### src/rtl/keyboard_move_decoder_pkg.sv
// Shared PS/2 set-2 scan codes and state types for the keyboard move decoder.
package kbd_pkg;

  localparam logic [7:0] KC_E0    = 8'hE0;
  localparam logic [7:0] KC_F0    = 8'hF0;
  localparam logic [7:0] KC_RIGHT = 8'h74;
  localparam logic [7:0] KC_LEFT  = 8'h6B;
  localparam logic [7:0] KC_SPACE = 8'h29;

  typedef enum logic [1:0] {
    IDLE     = 2'd0,
    GOT_E0   = 2'd1,
    GOT_F0   = 2'd2,
    GOT_E0F0 = 2'd3
  } kbd_state_t;

  typedef enum logic {
    RIGHT = 1'b0,
    LEFT  = 1'b1
  } dir_t;

endpackage

### src/rtl/keyboard_move_decoder.sv
// Turns PS/2 scan-code bytes into held left/right move levels and a fire pulse,
// with most-recent-direction arbitration and space auto-repeat suppression.
module keyboard_move_decoder
  import kbd_pkg::*;
#(
  parameter int TIMEOUT_CYCLES = 25000
) (
  input  logic       clk,
  input  logic       resetN,
  input  logic [7:0] din,
  input  logic       din_new,
  output logic       RightMove,
  output logic       LeftMove,
  output logic       FirePulse
);

  localparam int CNT_W = (TIMEOUT_CYCLES > 1) ? $clog2(TIMEOUT_CYCLES) : 1;
  localparam logic [CNT_W-1:0] CNT_LAST = CNT_W'(TIMEOUT_CYCLES - 1);

  kbd_state_t       state, state_nx;
  logic [CNT_W-1:0] cnt, cnt_nx;
  logic             rightHeld, rightHeld_nx;
  logic             leftHeld, leftHeld_nx;
  logic             spaceHeld, spaceHeld_nx;
  dir_t             lastDir, lastDir_nx;
  logic             fire_nx;

  always_comb begin
    state_nx     = state;
    cnt_nx       = cnt;
    rightHeld_nx = rightHeld;
    leftHeld_nx  = leftHeld;
    spaceHeld_nx = spaceHeld;
    lastDir_nx   = lastDir;
    fire_nx      = 1'b0;

    if (din_new) begin
      // An arriving byte always wins over a coincident timeout.
      cnt_nx   = '0;
      state_nx = IDLE;
      case (state)
        IDLE: begin
          if (din == KC_E0) begin
            state_nx = GOT_E0;
          end else if (din == KC_F0) begin
            state_nx = GOT_F0;
          end else if (din == KC_SPACE) begin
            fire_nx      = !spaceHeld;
            spaceHeld_nx = 1'b1;
          end
        end
        GOT_E0: begin
          if (din == KC_F0) begin
            state_nx = GOT_E0F0;
          end else if (din == KC_E0) begin
            state_nx = GOT_E0;
          end else if (din == KC_RIGHT) begin
            rightHeld_nx = 1'b1;
            if (!rightHeld) lastDir_nx = RIGHT;
          end else if (din == KC_LEFT) begin
            leftHeld_nx = 1'b1;
            if (!leftHeld) lastDir_nx = LEFT;
          end
        end
        GOT_F0: begin
          if (din == KC_SPACE) spaceHeld_nx = 1'b0;
        end
        GOT_E0F0: begin
          if (din == KC_RIGHT) rightHeld_nx = 1'b0;
          else if (din == KC_LEFT) leftHeld_nx = 1'b0;
        end
        default: ;
      endcase
    end else if (state != IDLE) begin
      if (cnt == CNT_LAST) begin
        state_nx = IDLE;
        cnt_nx   = '0;
      end else begin
        cnt_nx = cnt + 1'b1;
      end
    end
  end

  always_ff @(posedge clk) begin
    if (!resetN) begin
      state     <= IDLE;
      cnt       <= '0;
      rightHeld <= 1'b0;
      leftHeld  <= 1'b0;
      spaceHeld <= 1'b0;
      lastDir   <= RIGHT;
      FirePulse <= 1'b0;
    end else begin
      state     <= state_nx;
      cnt       <= cnt_nx;
      rightHeld <= rightHeld_nx;
      leftHeld  <= leftHeld_nx;
      spaceHeld <= spaceHeld_nx;
      lastDir   <= lastDir_nx;
      FirePulse <= fire_nx;
    end
  end

  assign RightMove = rightHeld & (!leftHeld | (lastDir == RIGHT));
  assign LeftMove  = leftHeld & (!rightHeld | (lastDir == LEFT));

endmodule

### config.mk
export PLATFORM = sky130hd
export DESIGN_NAME = keyboard_move_decoder
export DESIGN_NICKNAME = d
export VERILOG_FILES = /design/src/rtl/keyboard_move_decoder_pkg.sv /design/src/rtl/keyboard_move_decoder.sv
export SDC_FILE = /design/constraint.sdc
export NUM_CORES = 1
export LEC_CHECK = 0
export ABC_AREA = 1
export ABC_CLOCK_PERIOD_IN_PS = 1900
export CAP_MARGIN = 20
export CORE_ASPECT_RATIO = 2
export CORE_UTILIZATION = 51
export DETAILED_ROUTE_END_ITERATION = 10
export HOLD_SLACK_MARGIN = 0.12
export PLACE_DENSITY_LB_ADDON = 0.2
export SETUP_SLACK_MARGIN = 0.1
export SYNTH_ARGS = -nofsm -noshare
export SYNTH_HDL_FRONTEND = slang
export SYNTH_SLANG_ARGS = --single-unit
### constraint.sdc
create_clock -name clk -period 1.9 [get_ports clk]
set_clock_uncertainty 0.15 [all_clocks]
set_input_delay 0.38 -clock clk [delete_from_list [all_inputs] [get_ports clk]]
set_output_delay 0.38 -clock clk [all_outputs]
set_load 0.1 [all_outputs]
-- Word-level counts from Yosys, hierarchy flattened
Index checks and enable logic that the tools add are counted.
- add/subtract/negate cells: 1
- eq/ne operators: 23
- mux-type cells: 30
- bitwise operators: 11
- reduce and logical (&&, ||, !) cells: 17
- operators by type and width (operator ; count):
    != test 2 bit (second input constant) ; 13
    two-way mux 1 bit ; 19
    equality test 8 x 7 -> 1 bit (second input constant) ; 2
    equality test 8 bit (second input constant) ; 2
    adder 15 x 1 -> 15 bit (second input constant) ; 1
    equality test 15 bit (second input constant) ; 1
    two-way mux 15 bit ; 1
    two-way mux 2 bit ; 6
    AND reduction 6 bit ; 2
    nonzero test 2 bit ; 6
    equality test 8 x 6 -> 1 bit (second input constant) ; 1
    AND reduction 8 bit ; 1
    NOT 1 bit ; 7
    AND reduction 7 bit ; 1
    case mux 1 bit (2 select lines) ; 3
    OR reduction 6 bit ; 1
    equality test 2 bit (second input constant) ; 2
    case mux 2 bit (2 select lines) ; 1
    logical NOT 1 bit ; 3
    AND 1 bit ; 2
    equality test 2 x 1 -> 1 bit (second input constant) ; 1
    logical NOT 2 bit ; 1
    != test 2 x 1 -> 1 bit (second input constant) ; 1
    bitwise OR 1 bit ; 2
    other kinds (2) ; 2
- bits in registers: 22
- bits of input ports: 11
- output and inout bits: 3
- word-level logic and storage cells: 89

-- Logic depth before layout (Yosys ltp)
- word-level depth: 6
- mapped depth: 9
- depth with buffers taken out: 9

-- Worst setup path after synthesis
No wires, ideal clock.
- kind: register -> output
- start: register rightHeld
- end: output RightMove
- arrival time: 1812 ps
- required time: 1370 ps
- slack: -442 ps
- cell stages (with the launch flop): 3
- buffers on the path: 0
- cells stage by stage: dfxtp_1 inv_1 a21oi_1
- longest elaborated chain between the ends: 1
- RTL lines (element ; line ; source):
    from (decl) ; keyboard_move_decoder.sv:22 ; logic rightHeld, rightHeld_nx;
    from (signal assigned) ; keyboard_move_decoder.sv:96 ; rightHeld <= rightHeld_nx;
    AND 1 bit ; keyboard_move_decoder.sv:104 ; assign RightMove = rightHeld & (!leftHeld | (lastDir == RIGHT));
    to (decl) ; keyboard_move_decoder.sv:12 ; output logic RightMove,
Every way passes these cells.

-- Worst setup path in the final report
- start: input din[5]
- end: register leftHeld
- longest elaborated chain between the ends: 3
- elaborated cells on any way between the ends: 11
- those cells by class: eq/ne (10); reduce/logical (1)
- RTL lines (element ; line ; source):
    from (decl) ; keyboard_move_decoder.sv:10 ; input logic [7:0] din,
    equality test 8 x 7 -> 1 bit (tied with other cells) ; keyboard_move_decoder.sv:60, keyboard_move_decoder.sv:70 ;
    != test 2 bit (no source line) ; -- ;
    AND reduction 8 bit (no source line) * ; -- ;
    to (signal assigned) ; keyboard_move_decoder.sv:97 ; leftHeld <= leftHeld_nx;
    to (decl) ; keyboard_move_decoder.sv:23 ; logic leftHeld, leftHeld_nx;
Mark *: on every way between the ends. The rest lies on a longest branch, timed or not.
A chain may end at the register's enable or synchronous reset.

==> flow_metrics.tcl <==
set metrics [dict create \
    clk_latency_ps 260 \
    met2_length_um 2050 \
    yosys_warnings 0 \
    clk_path_buf_depth 2 \
    grt_usage 0.278 \
    end_kind "register" \
    ant_nets 0 \
    row_count 26 \
    drt-wirelength-per-cell_um 12.5 \
    hold_violations 0 \
    cp-start-kind "input pin" \
    antenna_found_initial 0 \
    arrival_ps 1710 \
    maxSlewViolCount 0 \
    critPathMaxFanout 5 \
    max_cap_violations 0 \
    seq_area_frac_synth 0.318 \
    area_delta_synth_final_pct 20.4 \
    detailed_place_hpwl_um 2840 \
    ys_ff_latch 22 \
    start_util 0.538 \
    drc 0 \
    startpoint "din[5]" \
    grt-ovfl-total 0 \
    numCtsBuffers 3 \
    synth.area.top_cells "dfxtp_1 (32%), nand2_1 (14%), nor2_1 (12%)" \
    viasPerCell 5.37 \
    place.gp.congestion 0.870 \
    crit_chain "clkdlybuf4s50_1 -> nand2_1 -> nor2_2 -> nand3_1 -> nand4_1 -> nand2_1 -> a21oi_1" \
    place_area_mm2 0.00162 \
    rsz0062_at_grt "no" \
    synth_cells 224 \
    syn-num-nets 236 \
    r2r-start "cnt[0]$_SDFFE_PP0P_" \
    reg2reg_slack_ps 280 \
    final-seq-area_um2 440 \
    cp_common_cell "nand2_1" \
    r2r_cells 8 \
    grt_pass1_wl_um 5600 \
    avgSynthCellArea_um2 6.18 \
    cts.repair.resized 0 \
    first_iter_violations 26 \
    cts_tree "done" \
    drive_gt1_frac 0.122 \
    cts-htree-levels 1 \
    design_area_mm2 0.00167 \
    synth_area_mm2 0.00138 \
    fillers 252 \
    hold_buffers 0 \
    grt_pass1_vias 1448 \
    power_density_mw_per_mm2 496 \
    synth_cell_types 22 \
    hold_slack_ps 354 \
    slew-limit-headroom 0.800 \
    fp.dieW_um 38.8 \
    cp.depth 7 \
    hold_path.class "register to register" \
    layout_commonest_cell "nand2_1" \
    critPathKind "input pin to register" \
    path_buf_inv 1 \
    grt_max_degree 12 \
    io_pins 14 \
    r2r_end "cnt[12]$_SDFFE_PP0P_" \
    dr_total_vias 1466 \
    crit_end "leftHeld$_SDFFE_PN0P_" \
    peakVddDrop_mv 0.353 \
    setup-violations-final 0 \
    yosysTopAreaCellShare 0.318 \
    required_ps 1950 \
    dr_wl_met3_um 50 \
    layout_setup_ws_ps 236 \
    top_layer "met4" \
    worst_pin_slew_ps 297 \
    clock-sinks 22 \
    clkTransAtPathRegs_ps 70 \
    wl_um 3420 \
    max_freq_ghz 0.601 \
    cts_root_buf "clkbuf_8" \
    most-common-layout-cells "nand2_1 (50), nor2_1 (43), inv_1 (32), dfxtp_1 (22), nand3_1 (18)" \
    p_leak_nw 0.683 \
    die_h_um 75.7 \
    status "completed" \
    dpl.cell_count 270 \
    yosysTopAreaCell "dfxtp_1" \
    met1Wirelength_um 1130 \
    fin_crit_ps 1660 \
    nets 259 \
    portBuffers 13 \
    die-area_mm2 0.00294 \
    max_stage_delay_ps 500 \
    dr.pass1.iters 4 \
    cp_slowest_cell "clkdlybuf4s50_1" \
    final_cells 273 \
    multi_input_area_um2 817 \
    pre_cts_ws_ps -114 \
    num_antenna_cells 0 \
    postCtsSetupBuffers 0 \
    fin_crit_sh 0.876 \
    crit_family "simple AND/OR/NAND/NOR gates" \
    design.core.area_mm2 0.00257 \
]
registers in the layout, indices dropped and copies added (netlist names):
| name | cells |
|---|---|
| cnt | 15 |
| state | 2 |
| FirePulse | 1 |
| lastDir | 1 |
| leftHeld | 1 |
| rightHeld | 1 |
| spaceHeld | 1 |
routing by layer:
| metal | track usage | up-vias |
|---|---|---|
| met4 | 0.218 | 0 |
| li1 | - | 759 |
| met3 | 0.0321 | 19 |
| met1 | 0.200 | 655 |
| met2 | 0.567 | 33 |
| met5 | 0 | - |
through the flow:
step / setup TNS [ps] / total power, mW / utilization
6_report: 0 / 0.827 / 0.648
5_1_grt: 0 / 0.861 / 0.648
4_1_cts: 0 / 0.835 / 0.648
3_5_place_dp: -314 / 0.549 / 0.631
3_3_place_gp: -210 / 0.548 / 0.631
2_1_floorplan: 0 / 0.503 / -
cells in the mapped netlist:
| master | n |
|---|---|
| inv_2 | 4 |
| nor2_4 | 4 |
| inv_1 | 32 |
| xnor2_1 | 1 |
| nor2_2 | 4 |
| o21ai_1 | 1 |
| xor2_1 | 4 |
| nand3_2 | 1 |
| nand2_1 | 50 |
| ha_1 | 1 |
| nand3_1 | 18 |
| nand2_4 | 1 |
| nor3_1 | 6 |
| o21ai_0 | 3 |
| nand4_1 | 14 |
| nor2_1 | 45 |
| or2_1 | 1 |
| a21oi_1 | 9 |
| dfxtp_1 | 22 |
| nand4_2 | 1 |
| or2_0 | 1 |
| nand2_2 | 1 |
where the power goes:
part | switching [mW] | total (mW) | leakage, nW | internal, mW
logic | 0.0415 | 0.0777 | 0.485 | 0.0362
registers | 0.000224 | 0.461 | 0.177 | 0.461
clock network | 0.147 | 0.288 | 0.0216 | 0.142
total | 0.188 | 0.827 | 0.683 | 0.639
kinds of logic after synthesis:
kind of cell / count (synthesis) / synth area share
AND/OR/NAND/NOR: 147 / 0.496
flip-flops: 22 / 0.318
buffers and inverters: 36 / 0.0976
XOR/XNOR: 5 / 0.0316
adder cells (fa/ha/maj): 1 / 0.00904
AO/OA/AOI/OAI: 13 / 0.0470
cell type report:
| type | instances | share of cell area |
|---|---|---|
| multi-input cells | 166 | 0.490 |
| flip-flops and latches | 22 | 0.264 |
| repair buffers | 18 | 0.119 |
| well taps | 28 | 0.0210 |
| inverters | 36 | 0.0811 |
| clock buffers | 3 | 0.0248 |
worst reg2reg max path, cell delays in order (launching register included):
cell	delay (ps)
dfxtp_1	420
ha_1	240
nand3_1	130
nor2_4	180
nand2_4	100
nor3_1	140
nand2_1	70
nand2_1	50
nor2_1	30
how the worst min path moves through the flow:
stage | from | end | slack, ps | cells past startpoint
2_1_floorplan | cnt[11]$_SDFFE_PP0P_ | cnt[11]$_SDFFE_PP0P_ | 300 | 2
3_3_place_gp | cnt[11]$_SDFFE_PP0P_ | cnt[11]$_SDFFE_PP0P_ | 320 | 2
3_5_place_dp | cnt[11]$_SDFFE_PP0P_ | cnt[11]$_SDFFE_PP0P_ | 350 | 2
4_1_cts | cnt[11]$_SDFFE_PP0P_ | cnt[11]$_SDFFE_PP0P_ | 360 | 2
5_1_grt | cnt[7]$_SDFFE_PP0P_ | cnt[7]$_SDFFE_PP0P_ | 380 | 2
6_report | cnt[11]$_SDFFE_PP0P_ | cnt[11]$_SDFFE_PP0P_ | 350 | 2
Note: power is estimated with default switching activity, not from simulation.
